`src/rtl/beeper_pkg.sv`:
```
// Shared encodings for the beeper: FSM states, request codes and sequence modes.
// The request helpers keep the one-deep pending-slot policy in one place.
package beeper_pkg;

    typedef enum logic [1:0] {
        ST_IDLE = 2'd0,
        ST_TONE = 2'd1,
        ST_GAP  = 2'd2
    } state_t;

    typedef enum logic [1:0] {
        REQ_NONE   = 2'd0,
        REQ_SINGLE = 2'd1,
        REQ_DOUBLE = 2'd2,
        REQ_ALARM  = 2'd3
    } req_t;

    typedef enum logic {
        MODE_KEY   = 1'b0,
        MODE_ALARM = 1'b1
    } mode_t;

    // DOUBLE beats SINGLE; SINGLE never displaces a held DOUBLE; repeats collapse.
    function automatic req_t merge_req(input req_t held, input req_t incoming);
        if (incoming == REQ_DOUBLE) begin
            return REQ_DOUBLE;
        end
        if ((incoming == REQ_SINGLE) && (held == REQ_NONE)) begin
            return REQ_SINGLE;
        end
        return held;
    endfunction

    function automatic logic [1:0] req_beeps(input req_t req);
        return (req == REQ_DOUBLE) ? 2'd2 : 2'd1;
    endfunction

endpackage

```
`src/rtl/beeper_tone_divider.sv`:
```
// Square-wave generator for the piezo: restarts high on clear, toggles every
// TONE_DIV enabled cycles, and rests low whenever it is neither cleared nor enabled.
module tone_divider #(
    parameter int TONE_DIV = 12500
) (
    input  logic clock,
    input  logic reset,
    input  logic clear,
    input  logic enable,
    output logic wave
);

    localparam int TW = (TONE_DIV > 1) ? $clog2(TONE_DIV) : 1;

    logic [TW-1:0] half_cnt_reg;
    logic          wave_reg;

    always_ff @(posedge clock) begin
        if (reset) begin
            half_cnt_reg <= '0;
            wave_reg     <= 1'b0;
        end else if (clear) begin
            half_cnt_reg <= '0;
            wave_reg     <= 1'b1;
        end else if (enable) begin
            if (half_cnt_reg == TW'(TONE_DIV - 1)) begin
                half_cnt_reg <= '0;
                wave_reg     <= ~wave_reg;
            end else begin
                half_cnt_reg <= half_cnt_reg + TW'(1);
            end
        end else begin
            half_cnt_reg <= '0;
            wave_reg     <= 1'b0;
        end
    end

    assign wave = wave_reg;

endmodule

```
`src/rtl/beeper.sv`:
```
// Piezo beep sequencer: single/double key beeps and a repeating alarm cadence,
// with a one-deep pending slot so key clicks during a beep are not lost.
module beeper
    import beeper_pkg::*;
#(
    parameter int TONE_DIV = 12500,
    parameter int PRESCALE = 50000,
    parameter int SHORT_MS = 50,
    parameter int LONG_MS  = 200,
    parameter int GAP_MS   = 50
) (
    input  logic clock,
    input  logic reset,
    input  logic press,
    input  logic press_long,
    input  logic alarm,
    output logic buzzer,
    output logic busy
);

    localparam int PW = (PRESCALE > 1) ? $clog2(PRESCALE) : 1;

    state_t        state_reg;
    mode_t         mode_reg;
    req_t          pending_reg;
    logic [1:0]    beeps_left_reg;
    logic          busy_reg;
    logic [PW-1:0] presc_reg;
    logic [7:0]    ms_reg;

    req_t       in_req;
    req_t       eff_pending;
    logic       tick;
    logic [7:0] tone_last_ms;
    logic       tone_done;
    logic       gap_done;
    logic       alarm_cut;
    logic [1:0] beeps_after;
    logic       tone_more;
    logic       idle_start;
    logic       gap_abort;
    logic       gap_go;
    logic       enter_tone;
    logic       enter_gap;
    logic       tone_hold;

    always_comb begin
        in_req = REQ_NONE;
        if (press_long) begin
            in_req = REQ_DOUBLE;
        end else if (press) begin
            in_req = REQ_SINGLE;
        end
    end

    // The slot as it will look after this cycle's pulse is folded in; every
    // decision uses this so a pulse on a boundary cycle is still honoured.
    assign eff_pending  = merge_req(pending_reg, in_req);

    assign tick         = (presc_reg == PW'(PRESCALE - 1));
    assign tone_last_ms = (mode_reg == MODE_ALARM) ? 8'(LONG_MS - 1) : 8'(SHORT_MS - 1);
    assign tone_done    = (state_reg == ST_TONE) && tick && (ms_reg == tone_last_ms);
    assign gap_done     = (state_reg == ST_GAP) && tick && (ms_reg == 8'(GAP_MS - 1));
    assign alarm_cut    = (state_reg == ST_TONE) && (mode_reg == MODE_ALARM) && !alarm;

    assign beeps_after  = (beeps_left_reg == 2'd0) ? 2'd0 : (beeps_left_reg - 2'd1);
    assign tone_more    = (beeps_after != 2'd0) || (eff_pending != REQ_NONE) ||
                          ((mode_reg == MODE_ALARM) && alarm);

    assign idle_start   = (state_reg == ST_IDLE) && (alarm || (eff_pending != REQ_NONE));
    // Alarm dropped during its gap with nothing queued: nothing left to play.
    assign gap_abort    = (beeps_left_reg == 2'd0) && !alarm && (eff_pending == REQ_NONE);
    assign gap_go       = gap_done && !gap_abort;

    assign enter_tone   = idle_start || gap_go;
    assign enter_gap    = alarm_cut ? (eff_pending != REQ_NONE) : (tone_done && tone_more);
    assign tone_hold    = (state_reg == ST_TONE) && !tone_done && !alarm_cut;

    // Millisecond timebase restarts on every TONE/GAP entry so durations are exact.
    always_ff @(posedge clock) begin
        if (reset) begin
            presc_reg <= '0;
            ms_reg    <= '0;
        end else if (enter_tone || enter_gap || (state_reg == ST_IDLE)) begin
            presc_reg <= '0;
            ms_reg    <= '0;
        end else if (tick) begin
            presc_reg <= '0;
            ms_reg    <= ms_reg + 8'd1;
        end else begin
            presc_reg <= presc_reg + PW'(1);
        end
    end

    always_ff @(posedge clock) begin
        if (reset) begin
            state_reg      <= ST_IDLE;
            mode_reg       <= MODE_KEY;
            pending_reg    <= REQ_NONE;
            beeps_left_reg <= 2'd0;
            busy_reg       <= 1'b0;
        end else begin
            pending_reg <= eff_pending;
            case (state_reg)
                ST_IDLE: begin
                    if (alarm) begin
                        state_reg      <= ST_TONE;
                        mode_reg       <= MODE_ALARM;
                        beeps_left_reg <= 2'd0;
                        busy_reg       <= 1'b1;
                    end else if (eff_pending != REQ_NONE) begin
                        state_reg      <= ST_TONE;
                        mode_reg       <= MODE_KEY;
                        beeps_left_reg <= req_beeps(eff_pending);
                        pending_reg    <= REQ_NONE;
                        busy_reg       <= 1'b1;
                    end
                end
                ST_TONE: begin
                    if (alarm_cut) begin
                        beeps_left_reg <= 2'd0;
                        state_reg      <= enter_gap ? ST_GAP : ST_IDLE;
                        busy_reg       <= enter_gap;
                    end else if (tone_done) begin
                        beeps_left_reg <= beeps_after;
                        state_reg      <= tone_more ? ST_GAP : ST_IDLE;
                        busy_reg       <= tone_more;
                    end
                end
                ST_GAP: begin
                    if (gap_done) begin
                        if (gap_abort) begin
                            state_reg <= ST_IDLE;
                            busy_reg  <= 1'b0;
                        end else begin
                            state_reg <= ST_TONE;
                            busy_reg  <= 1'b1;
                            if (beeps_left_reg != 2'd0) begin
                                beeps_left_reg <= beeps_left_reg;
                            end else if (alarm) begin
                                mode_reg       <= MODE_ALARM;
                                beeps_left_reg <= 2'd0;
                            end else begin
                                mode_reg       <= MODE_KEY;
                                beeps_left_reg <= req_beeps(eff_pending);
                                pending_reg    <= REQ_NONE;
                            end
                        end
                    end
                end
                default: begin
                    state_reg <= ST_IDLE;
                    busy_reg  <= 1'b0;
                end
            endcase
        end
    end

    tone_divider #(
        .TONE_DIV(TONE_DIV)
    ) u_tone_divider (
        .clock (clock),
        .reset (reset),
        .clear (enter_tone),
        .enable(tone_hold),
        .wave  (buzzer)
    );

    assign busy = busy_reg;

endmodule

```
`config.mk`:
```
export PLATFORM = sky130hd
export DESIGN_NAME = beeper
export DESIGN_NICKNAME = d
export VERILOG_FILES = /design/src/rtl/beeper_pkg.sv /design/src/rtl/beeper_tone_divider.sv /design/src/rtl/beeper.sv
export SDC_FILE = /design/constraint.sdc
export NUM_CORES = 1
export LEC_CHECK = 0
export ABC_AREA = 1
export CORE_MARGIN = 2
export CORE_UTILIZATION = 50
export CTS_BUF_LIST = sky130_fd_sc_hd__clkbuf_2
export DETAILED_ROUTE_END_ITERATION = 10
export PLACE_DENSITY = 0.67
export SETUP_SLACK_MARGIN = 0.4
export SLEW_MARGIN = 20
export SYNTH_ARGS = -nofsm -noshare
export SYNTH_HDL_FRONTEND = slang
export SYNTH_SLANG_ARGS = --single-unit
```
`constraint.sdc`:
```
create_clock -name clock -period 3 [get_ports clock]
set_input_delay 0.3 -clock clock [delete_from_list [all_inputs] [get_ports clock]]
set_output_delay 0.3 -clock clock [all_outputs]
set_load 0.05 [all_outputs]
```
; ---- After elaboration in Yosys (flattened, before gate mapping)
; Index checks and enable logic that the tools add are counted.
[totals]
ff_bits = 47
wordCells = 125
[classes]
muxes = 55
n_eq_ne = 15
bitwise_logic = 2
n_reduce_logical = 40
n_addsub = 4
[op_table]
columns = op, n
row1 = $mux 2, 28
row2 = $mux 1, 21
row3 = $add 16x1->16 const B, 1
row4 = $eq 16x16->1 const B, 1
row5 = $logic_and 1x1->1, 15
row6 = $add 14x1->14 const B, 1
row7 = $eq 14x14->1 const B, 1
row8 = $pmux 2 s3, 2
row9 = $add 8x1->8 const B, 1
row10 = $eq 8x6->1 const B, 1
row11 = $eq 8x8->1, 1
row12 = $logic_not 2->1, 4
row13 = $mux 8, 1
row14 = $reduce_bool 2->1, 4
row15 = $eq 2x2->1 const B, 3
row16 = $logic_or 1x1->1, 6
row17 = $ne 2x2->1 const B, 3
row18 = $ne 3x3->1 const B, 2
row19 = $reduce_and 6->1, 1
row20 = $reduce_and 5->1, 1
row21 = $eq 2x1->1 const B, 2
row22 = $logic_not 1->1, 4
row23 = $pmux 2 s2, 1
row24 = $reduce_or 4->1, 1
row25 = 9 further kinds, 10

; ---- Logic depth before layout (Yosys ltp)
[logic_depth]
word_depth = 16
mapped_depth = 12
mapped_depth_nobuf = 12

; ---- By module
; From an unflattened synthesis, not the netlist that was laid out.
[unflattened]
hier_cells = 387
hier_area_um2 = 2728.9
[by_module_without_submodules]
columns = mod, cells_each, area_per_inst_um2, n_inst
row1 = beeper, 273, 1943.1, 1
row2 = tone_divider, 114, 785.8, 1

; ---- Worst setup path before layout
; No wires, ideal clock.
[synth_path]
kind = flip-flop to flip-flop
start = register presc_reg[0]
end = register presc_reg[12]
period_less_slack_ns = 1.634
path_slack_ns = 1.366
stages_incl_launch_ff = 10
arrival_time_ns = 1.518
path_buffers = 1
setup_time_ns = 0.117
path_cell_list = dfxtp_1 -> ha_1 -> nand3_1 -> nor2_1 -> nand3_2 -> o21ai_2 -> nand4_4 -> nand3_4 -> buf_12 -> nor2_2
[synth_via]
elab_chain_cells = 8
[synth_rtl]
columns = element, line_no
row1 = from (decl), beeper.sv:28  ; logic [PW-1:0] presc_reg;
row2 = from (signal assigned), beeper.sv:91  ; presc_reg <= presc_reg + PW'(1);
row3 = $eq 16x16->1, beeper.sv:60  ; assign tick = (presc_reg == PW'(PRESCALE - 1));
row4 = "$logic_and 1x1->1, on equally long branches (2 in series)", "beeper.sv:62, beeper.sv:63"
row5 = "$logic_and 1x1->1, on equally long branches", "beeper.sv:76, beeper.sv:73"
row6 = $mux 1 or $logic_or 1x1->1 (tied branches), "beeper.sv:76, beeper.sv:75"
row7 = $logic_or 1x1->1 (2 in series), beeper.sv:84  ; end else if (enter_tone || enter_gap || (state_reg == ST_IDLE)) begin
row8 = $reduce_or 3->1 (no source line), -
; Several ways; a longest one is shown, not always the timed one.
; A chain may end at the register's enable or synchronous reset.

; ---- Worst setup path in the final report
[layout_path]
start = register u_tone_divider.wave_reg (netlist: u_tone_divider.wave)
end = output buzzer
[layout_rtl]
columns = element, line_no
row1 = from (decl), beeper_tone_divider.sv:16  ; logic wave_reg;
row2 = from (signal assigned), beeper_tone_divider.sv:28  ; wave_reg <= ~wave_reg;
row3 = to (decl), beeper.sv:17  ; output logic buzzer,
; No word-level cell between the ends.

==> metrics <==
max-cap viol count 0; Sink Count 47; final global-route overflow total 0; Area Growth Syn to Fin 5.96%; initial core utilization 0.512; setup TNS 0 ns; routed len/inst 10.1 µm; core area 0.00504 mm²; synth unique cells 32; Final Util 0.543; post-CTS sizing 0; clock skew 0.0395 ns; vias per cell 4.75; port bufs 6; unrepaired setup endpoints after global routing false; CP max stage delay 0.82 ns; critical path buffer and inverter count 1; Setup-failing EPs final 0; max reg flops 16; R2R setup slack 1.11 ns; max-slew violation count 0; dominant cells by area after synthesis dfxtp_1 (36%), nand2_1 (9.4%), inv_1 (8.4%), nor2_1 (8.4%), xor2_1 (6.8%); Min-Delay Path Class flop to flop; post-synthesis cell area 0.00258 mm²; post-synthesis sequential area ratio 0.364; peak fanout along the critical path 3; delay-heaviest family, CP buffers and inverters; Power Density 453 mW/mm²; CP Class flop to output pin; Iteration-0 DRC Markers 81; Post-CTS Setup Repair Bufs 0; vias in the first global route 1830; Root Driver clkbuf_2; Worst setup EP type output pin; Synth Warn # 0; WP data required 2.70 ns; GRT Total Usage 0.169; Post-Route WL 4480 µm; ANT nets after route 0; Tcrit/Tclk final 0.661; die area 0.00576 mm²; startpoint types flop; Hold Vio Cnt, Final 0; CTS tree built; n_diodes 0; Period minus WS final 1.98 ns; worst vdd ir 0.249 mV; TritonRoute pass-1 iters 4; critical path cell sequence clkdlybuf4s50_1; CP arrival 1.68 ns; via count 2115; post-synth top area cell dfxtp_1; leakage 1.02 nW; Layout Nets 383; layout cells sized above 1 0.101; Rel. slew slack 0.672; Cell Rows 26; final weighted congestion in routability-driven placement 0.820; Die W 75.9 µm; Worst Tran Pin Value 0.490 ns; area share of the largest cell type after synthesis 0.364; CTS Hold Bufs 0; Seq cells post-synth 47; Skew-Pair Late Insertion Delay 0.43 ns; CTS Buf Count 5; CTS clk-pin slew, worst paths 0.25 ns; DR DRC count 0; CTS max path bufs 2; synthesized area per cell 7.09 µm²; fill cell count 513; largest net degree at the start of global routing 17; status complete, no violations; first-pass GRT wire length 7550 µm; slowest CP cell clkdlybuf4s50_1; Hold Slack 0.464 ns; Syn Inst Count 364; H-tree depth 2; die height 75.9 µm; Top Ports 7; syn_nets 373; HPWL after DPL 3480 µm; initial antenna violation count 0; Fmax achieved 504 MHz
cell families after synthesis:
kind of cell    Yosys count  synth area share
compound gates           23            0.0518
xor+xnor                 28            0.0950
simple gates            198             0.367
buf+inv                  64             0.103
flops                    47             0.364
fa+ha+maj                 4            0.0194
through the flow:
step	area [µm²]	setup WS [ns]	power [mW]	std cells
2_1_floorplan	2580	1.37	0.947	364
4_1_cts	2740	0.988	1.26	445
3_3_place_gp	2690	0.929	0.998	437
3_5_place_dp	2690	0.937	0.999	437
6_report	2740	1.02	1.24	445
5_1_grt	2740	0.882	1.32	445
power by group:
| part | leakage (nW) | internal, mW | switching, mW |
|---|---|---|---|
| Sequential | 0.381 | 0.658 | 0.0289 |
| Clock | 0.0290 | 0.0594 | 0.195 |
| Combinational | 0.609 | 0.0975 | 0.200 |
layer usage:
metal  global-route usage  vias to the layer above  part of all wire
met5                    0                        -                 0
met4               0.0507                        0            0.0096
met3               0.0450                        4             0.026
met2                0.274                       15              0.46
met1                0.220                      946              0.50
li1                     -                     1150                 -
final cells by class:
type,count,area (µm²),share of cell area
tap,70,87.6,0.0320
timing repair buffer,6,60.1,0.0219
clock inverter,2,12.5,0.00457
sequential,47,941,0.344
inverter,61,229,0.0837
clock buffer,6,30.0,0.0110
multi-input combinational,253,1380,0.503
synth_stat cells:
cell,instances
nand2_1,65
inv_1,58
nor2_1,58
dfxtp_1,47
nand3_1,32
xor2_1,20
nor2_2,16
a21oi_1,14
xnor2_1,8
nor3_1,7
nand4_1,6
o21ai_0,5
ha_1,4
nor2_4,3
inv_2,2
nand4_4,2
nor4_1,2
a21boi_0,1
a21oi_4,1
and2_1,1
buf_12,1
buf_2,1
buf_6,1
clkinv_1,1
nand2_2,1
nand3_2,1
nand3_4,1
nand3b_1,1
nor3_2,1
o21ai_2,1
o22ai_1,1
or2_2,1
path summary, 6_finish.rpt:
path	depth (start not counted)	endpoint	startpoint
worst max register to register	10	presc_reg[2]	presc_reg[0]
worst min-delay path	1	u_tone_divider.half_cnt_reg[0]	u_tone_divider.half_cnt_reg[0]
worst max-delay path	1	buzzer	u_tone_divider.wave
worst min register to register	1	u_tone_divider.half_cnt_reg[0]	u_tone_divider.half_cnt_reg[0]
cell usage in the layout, fill, tap and decap left out, drive strengths merged:
cell,Yosys,layout
a21boi,1,1
o22ai,1,1
nand4,8,8
a21oi,15,15
dfxtp,47,47
nor4,2,2
clkbuf,0,6
nand3b,1,1
xnor2,8,8
ha,4,4
nand3,34,34
nor3,8,8
nor2,77,77
and2,1,1
or2,1,1
nand2,66,66
xor2,20,20
clkinvlp,0,1
clkinv,1,2
o21ai,6,6
clkdlybuf4s50,0,6
inv,60,60
Power figures use the tool's default switching activity.
